<file path="src/rtl/calc1_port_sched.sv">
// Round-robin scheduler sharing one calc1-style ALU between four two-cycle request ports.
// Define CALC1_SCHED_CMD_FILTER_EN to answer commands other than 1/2/5/6 locally without issuing them.
module calc1_port_sched #(
  parameter int unsigned DATA_W      = 32,
  parameter int unsigned ALU_TIMEOUT = 32
) (
  input  logic              c_clk,
  input  logic              reset,
  input  logic [3:0]        req1_cmd_in,
  input  logic [DATA_W-1:0] req1_data_in,
  input  logic [3:0]        req2_cmd_in,
  input  logic [DATA_W-1:0] req2_data_in,
  input  logic [3:0]        req3_cmd_in,
  input  logic [DATA_W-1:0] req3_data_in,
  input  logic [3:0]        req4_cmd_in,
  input  logic [DATA_W-1:0] req4_data_in,
  output logic [1:0]        out_resp1,
  output logic [DATA_W-1:0] out_data1,
  output logic [1:0]        out_resp2,
  output logic [DATA_W-1:0] out_data2,
  output logic [1:0]        out_resp3,
  output logic [DATA_W-1:0] out_data3,
  output logic [1:0]        out_resp4,
  output logic [DATA_W-1:0] out_data4,
  output logic              alu_start,
  output logic [3:0]        alu_cmd,
  output logic [DATA_W-1:0] alu_op1,
  output logic [DATA_W-1:0] alu_op2,
  input  logic              alu_done,
  input  logic [1:0]        alu_resp,
  input  logic [DATA_W-1:0] alu_result
);
  localparam int unsigned NPORT = 4;
  localparam int unsigned CNT_W = 8;

  typedef enum logic [1:0] {P_IDLE, P_OP2, P_PEND} port_state_t;
  typedef enum logic [1:0] {S_IDLE, S_ISSUE, S_WAIT, S_RESP} sched_state_t;

  logic [3:0]        cmd_in  [NPORT];
  logic [DATA_W-1:0] data_in [NPORT];

  port_state_t       p_state     [NPORT];
  port_state_t       p_state_nxt [NPORT];
  logic [3:0]        p_cmd       [NPORT];
  logic [DATA_W-1:0] p_op1       [NPORT];
  logic [DATA_W-1:0] p_op2       [NPORT];

  sched_state_t      s_state, s_nxt;
  logic [1:0]        grant, grant_nxt, ptr, ptr_nxt, win, cand;
  logic              found, fwd;
  logic [CNT_W-1:0]  cnt, cnt_nxt;
  logic              start_nxt;
  logic [3:0]        cmd_nxt;
  logic [DATA_W-1:0] op1_nxt, op2_nxt;
  logic [1:0]        resp_q    [NPORT];
  logic [1:0]        resp_nxt  [NPORT];
  logic [DATA_W-1:0] rdata_q   [NPORT];
  logic [DATA_W-1:0] rdata_nxt [NPORT];

  assign cmd_in[0]  = req1_cmd_in;
  assign cmd_in[1]  = req2_cmd_in;
  assign cmd_in[2]  = req3_cmd_in;
  assign cmd_in[3]  = req4_cmd_in;
  assign data_in[0] = req1_data_in;
  assign data_in[1] = req2_data_in;
  assign data_in[2] = req3_data_in;
  assign data_in[3] = req4_data_in;

  assign out_resp1 = resp_q[0];
  assign out_resp2 = resp_q[1];
  assign out_resp3 = resp_q[2];
  assign out_resp4 = resp_q[3];
  assign out_data1 = rdata_q[0];
  assign out_data2 = rdata_q[1];
  assign out_data3 = rdata_q[2];
  assign out_data4 = rdata_q[3];

  // Per-port capture FSM; a port is released in the cycle its response is driven.
  always_comb begin
    for (int i = 0; i < NPORT; i++) begin
      p_state_nxt[i] = p_state[i];
      case (p_state[i])
        P_IDLE:  if (cmd_in[i] != 4'd0) p_state_nxt[i] = P_OP2;
        P_OP2:   p_state_nxt[i] = P_PEND;
        P_PEND:  if (s_state == S_RESP && grant == 2'(i)) p_state_nxt[i] = P_IDLE;
        default: p_state_nxt[i] = P_IDLE;
      endcase
    end
  end

  always_ff @(posedge c_clk) begin
    if (reset) begin
      for (int i = 0; i < NPORT; i++) begin
        p_state[i] <= P_IDLE;
        p_cmd[i]   <= '0;
        p_op1[i]   <= '0;
        p_op2[i]   <= '0;
      end
    end else begin
      for (int i = 0; i < NPORT; i++) begin
        p_state[i] <= p_state_nxt[i];
        if (p_state[i] == P_IDLE && cmd_in[i] != 4'd0) begin
          p_cmd[i] <= cmd_in[i];
          p_op1[i] <= data_in[i];
        end
        if (p_state[i] == P_OP2) p_op2[i] <= data_in[i];
      end
    end
  end

  // Round-robin search starting one past the last granted port.
  always_comb begin
    found = 1'b0;
    win   = '0;
    cand  = '0;
    for (int k = 1; k <= 4; k++) begin
      cand = ptr + 2'(k);
      if (!found && p_state[cand] == P_PEND) begin
        found = 1'b1;
        win   = cand;
      end
    end
  end

`ifdef CALC1_SCHED_CMD_FILTER_EN
  assign fwd = p_cmd[win] inside {4'd1, 4'd2, 4'd5, 4'd6};
`else
  assign fwd = 1'b1;
`endif

  always_comb begin
    s_nxt     = s_state;
    grant_nxt = grant;
    ptr_nxt   = ptr;
    cnt_nxt   = cnt;
    start_nxt = 1'b0;
    cmd_nxt   = alu_cmd;
    op1_nxt   = alu_op1;
    op2_nxt   = alu_op2;
    for (int i = 0; i < NPORT; i++) begin
      resp_nxt[i]  = '0;
      rdata_nxt[i] = '0;
    end
    case (s_state)
      S_IDLE: begin
        if (found) begin
          grant_nxt = win;
          if (fwd) begin
            cmd_nxt   = p_cmd[win];
            op1_nxt   = p_op1[win];
            op2_nxt   = p_op2[win];
            start_nxt = 1'b1;
            s_nxt     = S_ISSUE;
          end else begin
            resp_nxt[win] = 2'd2;
            s_nxt         = S_RESP;
          end
        end
      end
      S_ISSUE: begin
        cnt_nxt = CNT_W'(1);
        s_nxt   = S_WAIT;
      end
      S_WAIT: begin
        cnt_nxt = cnt + CNT_W'(1);
        // A completion in the same cycle as the timeout takes precedence.
        if (alu_done) begin
          resp_nxt[grant]  = alu_resp;
          rdata_nxt[grant] = alu_result;
          s_nxt            = S_RESP;
        end else if (cnt == CNT_W'(ALU_TIMEOUT)) begin
          resp_nxt[grant] = 2'd3;
          s_nxt           = S_RESP;
        end
      end
      S_RESP: begin
        ptr_nxt = grant;
        s_nxt   = S_IDLE;
      end
      default: s_nxt = S_IDLE;
    endcase
  end

  always_ff @(posedge c_clk) begin
    if (reset) begin
      s_state   <= S_IDLE;
      grant     <= '0;
      ptr       <= 2'd3;
      cnt       <= '0;
      alu_start <= 1'b0;
      alu_cmd   <= '0;
      alu_op1   <= '0;
      alu_op2   <= '0;
      for (int i = 0; i < NPORT; i++) begin
        resp_q[i]  <= '0;
        rdata_q[i] <= '0;
      end
    end else begin
      s_state   <= s_nxt;
      grant     <= grant_nxt;
      ptr       <= ptr_nxt;
      cnt       <= cnt_nxt;
      alu_start <= start_nxt;
      alu_cmd   <= cmd_nxt;
      alu_op1   <= op1_nxt;
      alu_op2   <= op2_nxt;
      for (int i = 0; i < NPORT; i++) begin
        resp_q[i]  <= resp_nxt[i];
        rdata_q[i] <= rdata_nxt[i];
      end
    end
  end

endmodule

</file>
<file path="config.mk">
export PLATFORM = sky130hd
export DESIGN_NAME = calc1_port_sched
export DESIGN_NICKNAME = d
export VERILOG_FILES = /design/src/rtl/calc1_port_sched.sv
export SDC_FILE = /design/constraint.sdc
export NUM_CORES = 1
export LEC_CHECK = 0
export CORE_UTILIZATION = 52
export DETAILED_ROUTE_END_ITERATION = 7
export PLACE_DENSITY = 0.78
export SETUP_SLACK_MARGIN = 0.2
export SYNTH_ARGS = -nofsm -noshare
export SYNTH_HDL_FRONTEND = slang
export SYNTH_SLANG_ARGS = --single-unit
</file>
<file path="constraint.sdc">
create_clock -name c_clk -period 3.08 [get_ports c_clk]
set_input_delay 0.616 -clock c_clk [delete_from_list [all_inputs] [get_ports c_clk]]
set_output_delay 0.616 -clock c_clk [all_outputs]
set_load 0.05 [all_outputs]
</file>
Word-level counts from Yosys, hierarchy flattened. Memories as Yosys holds them, arrays and structs flattened. A register that Yosys moved wholly into a read port is not among the register bits. Index checks and enable logic that the tools add are counted.

Register bits after elaboration: 15. Output and inout port bits: 205. RAM bits: 416. Logic and storage cells: 183. Memories: 6.

Reductions and logical operators: 29. Magnitude comparators: 2. Equal/unequal tests: 21. Multiplexer cells: 88. $add $sub $neg: 4. Bitwise logic cells: 28.

Memories: p_op1 (depth 4, width 32, read ports 1, clocked after Yosys merged registers in 1, wr ports 4, RTL line 45) `logic [DATA_W-1:0] p_op1 [NPORT];`; p_op2 (depth 4, width 32, read ports 1, clocked after Yosys merged registers in 1, wr ports 4, RTL line 46) `logic [DATA_W-1:0] p_op2 [NPORT];`; rdata_q (depth 4, width 32, read ports 4, clocked after Yosys merged registers in 0, wr ports 4, RTL line 57) `logic [DATA_W-1:0] rdata_q [NPORT];`; p_cmd (depth 4, width 4, read ports 1, clocked after Yosys merged registers in 1, wr ports 4, RTL line 44) `logic [3:0] p_cmd [NPORT];`; p_state (depth 4, width 2, read ports 8, clocked after Yosys merged registers in 1, wr ports 4, RTL line 42) `port_state_t p_state [NPORT];`; resp_q (depth 4, width 2, read ports 4, clocked after Yosys merged registers in 0, wr ports 4, RTL line 55) `logic [1:0] resp_q [NPORT];`.

Operators by type and width (count): two-way mux 32 bit (13); two-way mux 128 bit (2); AND 128 bit (1); demux 32 bit (select 2 bit) (1); two-way mux 2 bit (26); two-way mux 1 bit (32); equality test 2 bit, second input constant (12); two-way mux 8 bit (3); bitwise OR 1 bit (24); one-hot mux 2 bit (3 select lines) (4); two-way mux 4 bit (4); one-hot mux 8 bit (2 select lines) (1); nonzero test 4 bit (4); equality test 2 x 1 -> 1 bit, second input constant (6); logical AND 1 bit (12); logical NOT 2 bit (6); adder 8 x 1 -> 8 bit, second input constant (1); AND 8 bit (1); equality test 8 x 6 -> 1 bit, second input constant (1); one-hot mux 2 bit (4 select lines) (1); adder 2 bit, second input constant (2); demux 2 bit (select 2 bit) (1); AND reduction 2 bit (2); greater-or-equal comparator 3 bit, second input constant (1); other kinds (9) (11).

Logic depth before layout (Yosys ltp). Gate-level depths: netlist (run 1). An unclocked memory read counts as a cell.

Depth after elaboration: 15. Depth in mapped cells: 10.

Worst setup path before layout (run 1). OpenSTA, ideal clock, no wires.

Path type: input to register. Start point: in reset. End point: mem p_cmd[0][0], enable pin. Data required time: 2.681 ns. Setup time: 0.399 ns. Setup slack: 0.624 ns. Stages: 3. Arrival: 2.057 ns. Cells stage by stage: clkbuf_1 clkbuf_1 nand2b_1.

RTL lines: start, declared (RTL line 8) `input logic reset,`; end, declared (RTL line 44).

Worst setup path in the final report (run 1).
Start point: reg ptr[0]. End point: reg alu_op1[12] (read register of p_op1).

Cells in the longest elaborated chain, start to end: 14. Elaborated cells on any way between the ends: 22. Classes of those cells: add/sub (3); eq/ne (3); mux (8); reduce/logical (7); memory (1).

Ends and longest elaborated chain: start, declared (RTL line 49) `logic [1:0] grant, grant_nxt, ptr, ptr_nxt, win, cand;`; start signal, assigned (RTL line 201) `ptr <= ptr_nxt;`; adder 2 x 1 -> 2 bit (RTL line 117) `cand = ptr + 2'(k);`; memory (4 x 2 bit); equality test 2 bit (RTL line 118) `if (!found && p_state[cand] == P_PEND) begin`; two-way mux 1 bit (RTL line 118); logical NOT 1 bit (RTL line 118); logical AND 1 bit (RTL line 118); two-way mux 1 bit (RTL line 118); logical NOT 1 bit (RTL line 118); logical AND 1 bit (RTL line 118); two-way mux 1 bit (RTL line 118); logical NOT 1 bit (RTL line 118); logical AND 1 bit (RTL line 118); two-way mux 1 bit (RTL line 118); AND reduction 2 bit (no line); end, declared (RTL line 27) `output logic [DATA_W-1:0] alu_op1,`.

Parallel ways exist; a longest one is shown, timed or not. A chain may end at the register's enable or synchronous reset.

==> flow_summary.ini, run 1 <==
[drt]
via_count = 14200
dr.pass1.iters = 5
drcViolationCount = 0
postRouteAntennaNets = 0
drt-total-wl_um = 57870
initialDrtViolationCount = 1434
viasPerCell = 5.725
wl_per_cell_um = 23.33

[clocking]
tritoncts_num_sinks = 501
hold_buffers = 0
insertion_delay_ps = 570
cts_tree = yes
numCtsBuffers = 49
cts_resized = 0
cts_setup_buffers = 0
clock_path_buffers = 3
clockRootBuffer = clkbuf_16
cts_max_level = 2
clk_pin_slew_ps = 60

[setup_path]
slowest_stage = dfxtp_1
crit_buf_inv = 1
arrival_ps = 3160
cp-start-kind = flop
path_delay_family = compound AO/OA/AOI/OAI gates
r2r_start = ptr[0]$_SDFFE_PP1P_
slowest_delay_ps = 560
startpoint = ptr[0]$_SDFFE_PP1P_
critPathMaxFanout = 44
path_cells = nor2_1 > a22oi_1 > nand3_4 > buf_4 > and3_1 > a211oi_1 > o32ai_2
critPathKind = flop to flop
cp-end-kind = flop
worstPathRequired_ps = 3510

[timing]
setup_slack_ps = 356.0
slew_headroom_pct = 56.86
setup_viol = 0
rsz0062_at_grt = false
clock_skew_ps = 8.193
max_freq_mhz = 367.1
period_share_pct = 88.44
tightest_slew_ps = 645.1
slew_violations = 0
layout_min_cycle_time_ps = 2724
fin_tns_setup_ps = 0
hold_violations = 0

[placed_design]
dp_hpwl_um = 38900
dp.cells = 2381
port-buffer-count = 385
dpl_worst_slack_ps = 451.6
place_congestion = 0.8256

[finish]
drive_gt1_share_pct = 8.579
fin_nets = 2151
fin_cells = 2481
fillCellCount = 2535
syn_to_final_growth_pct = 32.46
final_util_pct = 70.33

[power_and_ir_drop]
seq_power_share_pct = 42.8
pwr_density_cell_mw_per_mm2 = 751.8
p_clk_share_pct = 30.8
intPower_mw = 13.26
ir_worst_vdd_v = 0.0005805
leakage_nw = 10.01
p_comb_share_pct = 26.4
switching_power_mw = 6.189
finalPower_mw = 19.45
p_sw_share_pct = 31.82

[yosys]
synth_largest_area_cell = edfxtp_1
synth_cell_types = 48
synthTopCellsByCount = and2_1, edfxtp_1, dfxtp_1
seq_area_frac_synth_pct = 65.29
synth-edff-count = 272
yosys_warnings = 0
synth_area_mm2 = 0.01953
syn_area_per_cell_um2 = 12.28
async_flop_share_pct = 0
ys_seq_elements = 501
netlist_instances = 1591
yosysMostFrequentCell = and2_1
yosysTopAreaCellShare_pct = 41.82
synth-main-ff-cell = edfxtp_1
synth_area_leaders = edfxtp_1, dfxtp_1, and2_1, a211oi_1, and3_1
syn-num-nets = 1778

[floorplanning]
pin_count = 386
fp-row-count = 70
core-area_mm2 = 0.03679
die_h_um = 195.8
start_util_pct = 53.10
dieWidth_um = 195.8
fp.dieArea_mm2 = 0.03834

[run_status]
status = finished clean

[grt]
grt_pass1_wl_um = 85420
grt_util_all_layers_pct = 29.75
overflow = 0
grt_max_degree = 69
antenna_found_initial = 12
grt_pass1_vias = 14330

[hold_path]
hold_path_class = flop to flop
hp-start = alu_op2[8]$_SDFFE_PP0P_

[job]
maxCapViolCount = 0
## cell families after synthesis
logic type	Yosys count	share of synthesized area (%)
adders and majority gates	6	0.3844
and+or+nand+nor	636	19.65
DFF	501	65.29
AOI/OAI and AO/OA	246	10.27
muxes	3	0.2178
xor gates and xnor gates	4	0.1794
buffers and inverters	195	4.004
## metal layers
metal	part of all wire (%)	global-route usage, %	vias to the layer above
li1	-	-	6406
met1	37	36.45	6996
met2	50	51.29	673
met3	9.3	7.306	116
met4	3.4	10.16	12
met5	0.14	0	-
## worst paths after layout
check	to	slack (ps)	cells after the start
setup / recovery	alu_op1[12]$_SDFFE_PP0P_	360	7
hold / removal	alu_op2[8]$_SDFFE_PP0P_	450	2
setup reg to reg	alu_op1[12]$_SDFFE_PP0P_	360	7
hold reg to reg	alu_op2[8]$_SDFFE_PP0P_	450	2
## worst min-delay path, cell delays in order (launching register included)
cell     delay, ps
dfxtp_1        310
inv_1           50
o32ai_1         50
## metrics by stage
| step | hold WS (ps) | area, um2 |
|---|---|---|
| finish | 454.7 | 25870 |
| global route | 472.5 | 25860 |
| global placement | 442.2 | 24210 |
| detailed placement | 447.4 | 24210 |
| CTS | 457.2 | 25850 |
| floorplan | 458.8 | 19530 |
## registers in the layout (all words and copies together) (netlist names), named ones only
signal	flops
alu_cmd	4
alu_op1	32
alu_op2	32
alu_start	1
cnt	8
grant	2
p_cmd	16
p_op1	128
p_op2	128
p_state	8
ptr	2
rdata_q	128
resp_q	8
s_state	2
## cell type report
class                      count  area, um2  area share [%]
antenna                        8      20.02         0.07738
tap                          468      585.6           2.263
multi-input combinational    895       6076           23.49
sequential                   501      12750           49.29
timing repair buffer         442       4519           17.47
inverter                      75      281.5           1.088
clock buffer                  71       1434           5.542
clock inverter                21      202.7          0.7835
## power groups by stage
| stage | combinational, mW | sequential (mW) | clock [mW] |
|---|---|---|---|
| detailed placement | 5.09 | 8.44 | 0 |
| global route | 5.40 | 8.38 | 6.30 |
| finish | 5.13 | 8.32 | 5.99 |
| CTS | 5.12 | 8.31 | 6.03 |
| floorplan | 2.19 | 9.17 | 0 |
| global placement | 4.98 | 8.42 | 0 |
## cell usage in the layout (no fill, tap or decap), types with 4 or more instances in the layout
cell type        netlist  layout
edfxtp_1             272     272
a21oi_1                8       8
nor2b_1                4       4
and2_1               398     398
clkbuf_1              94      10
clkbuf_8               0      10
nand2b_2               0       7
clkinv_2               0      12
buf_12                 0      19
o21ai_0                7       7
nand2_1               15      13
nor3_1                 6       5
nand4_1                4       4
o32ai_1               59      59
clkbuf_16              0      50
dfxtp_1              229     229
diode_2                0       8
and3_1               139     139
xor2_1                 4       4
ha_1                   6       6
o41ai_1                4       4
clkdlybuf4s50_1        0     385
buf_4                  2      38
nor2_2                 0       8
o32ai_2                9       9
nor2_1                38      30
nand2b_1              20      13
inv_1                 74      74
nand3_1                6       5
a211oi_1             138     138
Power figures use the tool's default switching activity.
==> run 2: changes to the inputs <==
Settings changed: PLACE_DENSITY 0.78 to 0.8.
==> run 2 against run 1 <==
Against the previous run: clock power down 3.5%; maximum frequency down 5.4%; global-route usage up 0.15 points; die area unchanged; design area down 0.92%; critical path type unchanged.
==> flow_summary.ini, run 2 (same netlist as run 1, synthesis figures left out) <==
[run_status]
status = finished clean

[grt]
overflow = 0
grt_pass1_vias = 14340
antenna_found_initial = 10
grt_max_degree = 77
grt_pass1_wl_um = 85580
grt_util_all_layers_pct = 29.90

[finish]
syn_to_final_growth_pct = 31.24
layout_commonest_cell = and2_1
fillCellCount = 2549
largest_registers = p_op1 (128), p_op2 (128), rdata_q (128)
final_cell_mix = and2_1, clkdlybuf4s50_1, edfxtp_1
fin_nets = 2148
drive_gt1_share_pct = 8.092
fin_cells = 2477

[floorplanning]
pin_count = 386
core-area_mm2 = 0.03679
die_h_um = 195.8
fp-row-count = 70
start_util_pct = 53.10
fp.dieArea_mm2 = 0.03834
dieWidth_um = 195.8

[timing]
max_freq_mhz = 347.2
layout_min_cycle_time_ps = 2880
setup_slack_ps = 199.7
fin_tns_setup_ps = 0
slew_violations = 0
rsz0062_at_grt = true
setup_viol = 0
clock_skew_ps = 20.57
period_share_pct = 93.52
hold_violations = 0
slew_headroom_pct = 13.39
tightest_slew_ps = 1298

[clocking]
cts_setup_buffers = 0
cts_tree = yes
clock_path_buffers = 3
tritoncts_num_sinks = 501
hold_buffers = 0
numCtsBuffers = 50
insertion_delay_ps = 600
clockRootBuffer = clkbuf_16
clk_pin_slew_ps = 60
cts_max_level = 2
cts_resized = 0

[placed_design]
place_congestion = 0.8877
dp.cells = 2377
port-buffer-count = 385
dpl_worst_slack_ps = 264.6
dp_hpwl_um = 39370

[setup_path]
crit_buf_inv = 1
path_delay_family = compound AO/OA/AOI/OAI gates
slowest_stage = a211o_2
critPathKind = flop to flop
critPathMaxFanout = 22
slowest_delay_ps = 480
path_cells = nand2b_1 > and3_1 > o32a_1 > a211o_2 > buf_4 > a211oi_1 > o32ai_1
arrival_ps = 3340
worstPathRequired_ps = 3540
cp-end-kind = flop
cp-start-kind = flop

[power_and_ir_drop]
seq_power_share_pct = 43.5
pwr_density_cell_mw_per_mm2 = 746.4
finalPower_mw = 19.13
p_sw_share_pct = 32.43
p_clk_share_pct = 30.2
leakage_nw = 9.906
p_comb_share_pct = 26.3
intPower_mw = 12.93
switching_power_mw = 6.204
ir_worst_vdd_v = 0.0004697

[drt]
drt-total-wl_um = 58170
viasPerCell = 5.715
drcViolationCount = 0
wl_per_cell_um = 23.49
dr.pass1.iters = 6
postRouteAntennaNets = 0
via_count = 14160
initialDrtViolationCount = 1229

[hold_path]
hold_path_class = flop to flop

[job]
maxCapViolCount = 0
run 2: changes by cell type in the layout (fill, tap and decap cells not counted), moves of 3 or more:
| cell | before | now |
|---|---|---|
| clkinv_1 | 3 | 8 |
| buf_12 | 19 | 9 |
| clkbuf_8 | 10 | 7 |
| buf_4 | 38 | 43 |
| bufinv_16 | 3 | 0 |
run 2: cell type report:
class                      instances  area, um2  share of cell area, %
antenna                            7      17.52                0.06834
clock buffer                      71       1443                  5.628
clock inverter                    22      107.6                 0.4198
inverter                          75      281.5                  1.098
multi-input combinational        895       6078                  23.71
sequential                       501      12750                  49.75
tap                              468      585.6                  2.284
timing repair buffer             438       4368                  17.04
run 2: power by group through the flow:
| stage | sequential [mW] | combinational (mW) | clock (mW) |
|---|---|---|---|
| final | 8.33 | 5.02 | 5.78 |
| after floorplan | 9.17 | 2.19 | 0 |
| after CTS | 8.32 | 4.99 | 5.83 |
| after detailed placement | 8.46 | 4.95 | 0 |
| after global routing | 8.40 | 5.28 | 6.07 |
| after global placement | 8.43 | 4.86 | 0 |
run 2: routing by layer:
layer / GRT usage [%] / part of all wire, %
met1: 36.15 / 37
met2: 51.38 / 50
met3: 6.619 / 9.5
met4: 12.99 / 3.9
met5: 0 / 0.095
run 2: metrics by stage:
stage	util (%)	cell area [um2]	hold slack, ps
6_report	69.68	25630	455.0
5_1_grt	69.66	25620	473.1
4_1_cts	69.61	25610	456.0
3_5_place_dp	65.40	24060	447.1
3_3_place_gp	65.40	24060	443.7
2_1_floorplan	-	19530	458.8
run 2: final timing paths:
kind / start / to / slack, ps / depth (start not counted)
setup / recovery: p_state[2][0]$_SDFFE_PP0P_ / alu_op1[15]$_SDFFE_PP0P_ / 200 / 7
hold / removal: alu_op2[10]$_SDFFE_PP0P_ / alu_op2[10]$_SDFFE_PP0P_ / 460 / 2
setup reg to reg: p_state[2][0]$_SDFFE_PP0P_ / alu_op1[15]$_SDFFE_PP0P_ / 200 / 7
hold reg to reg: alu_op2[10]$_SDFFE_PP0P_ / alu_op2[10]$_SDFFE_PP0P_ / 460 / 2
run 2: worst register-to-register path: stages (launching register included):
cell and delay [ps]:
dfxtp_1 330, nand2b_1 330, and3_1 310, o32a_1 380
a211o_2 480, buf_4 320, a211oi_1 450, o32ai_1 160
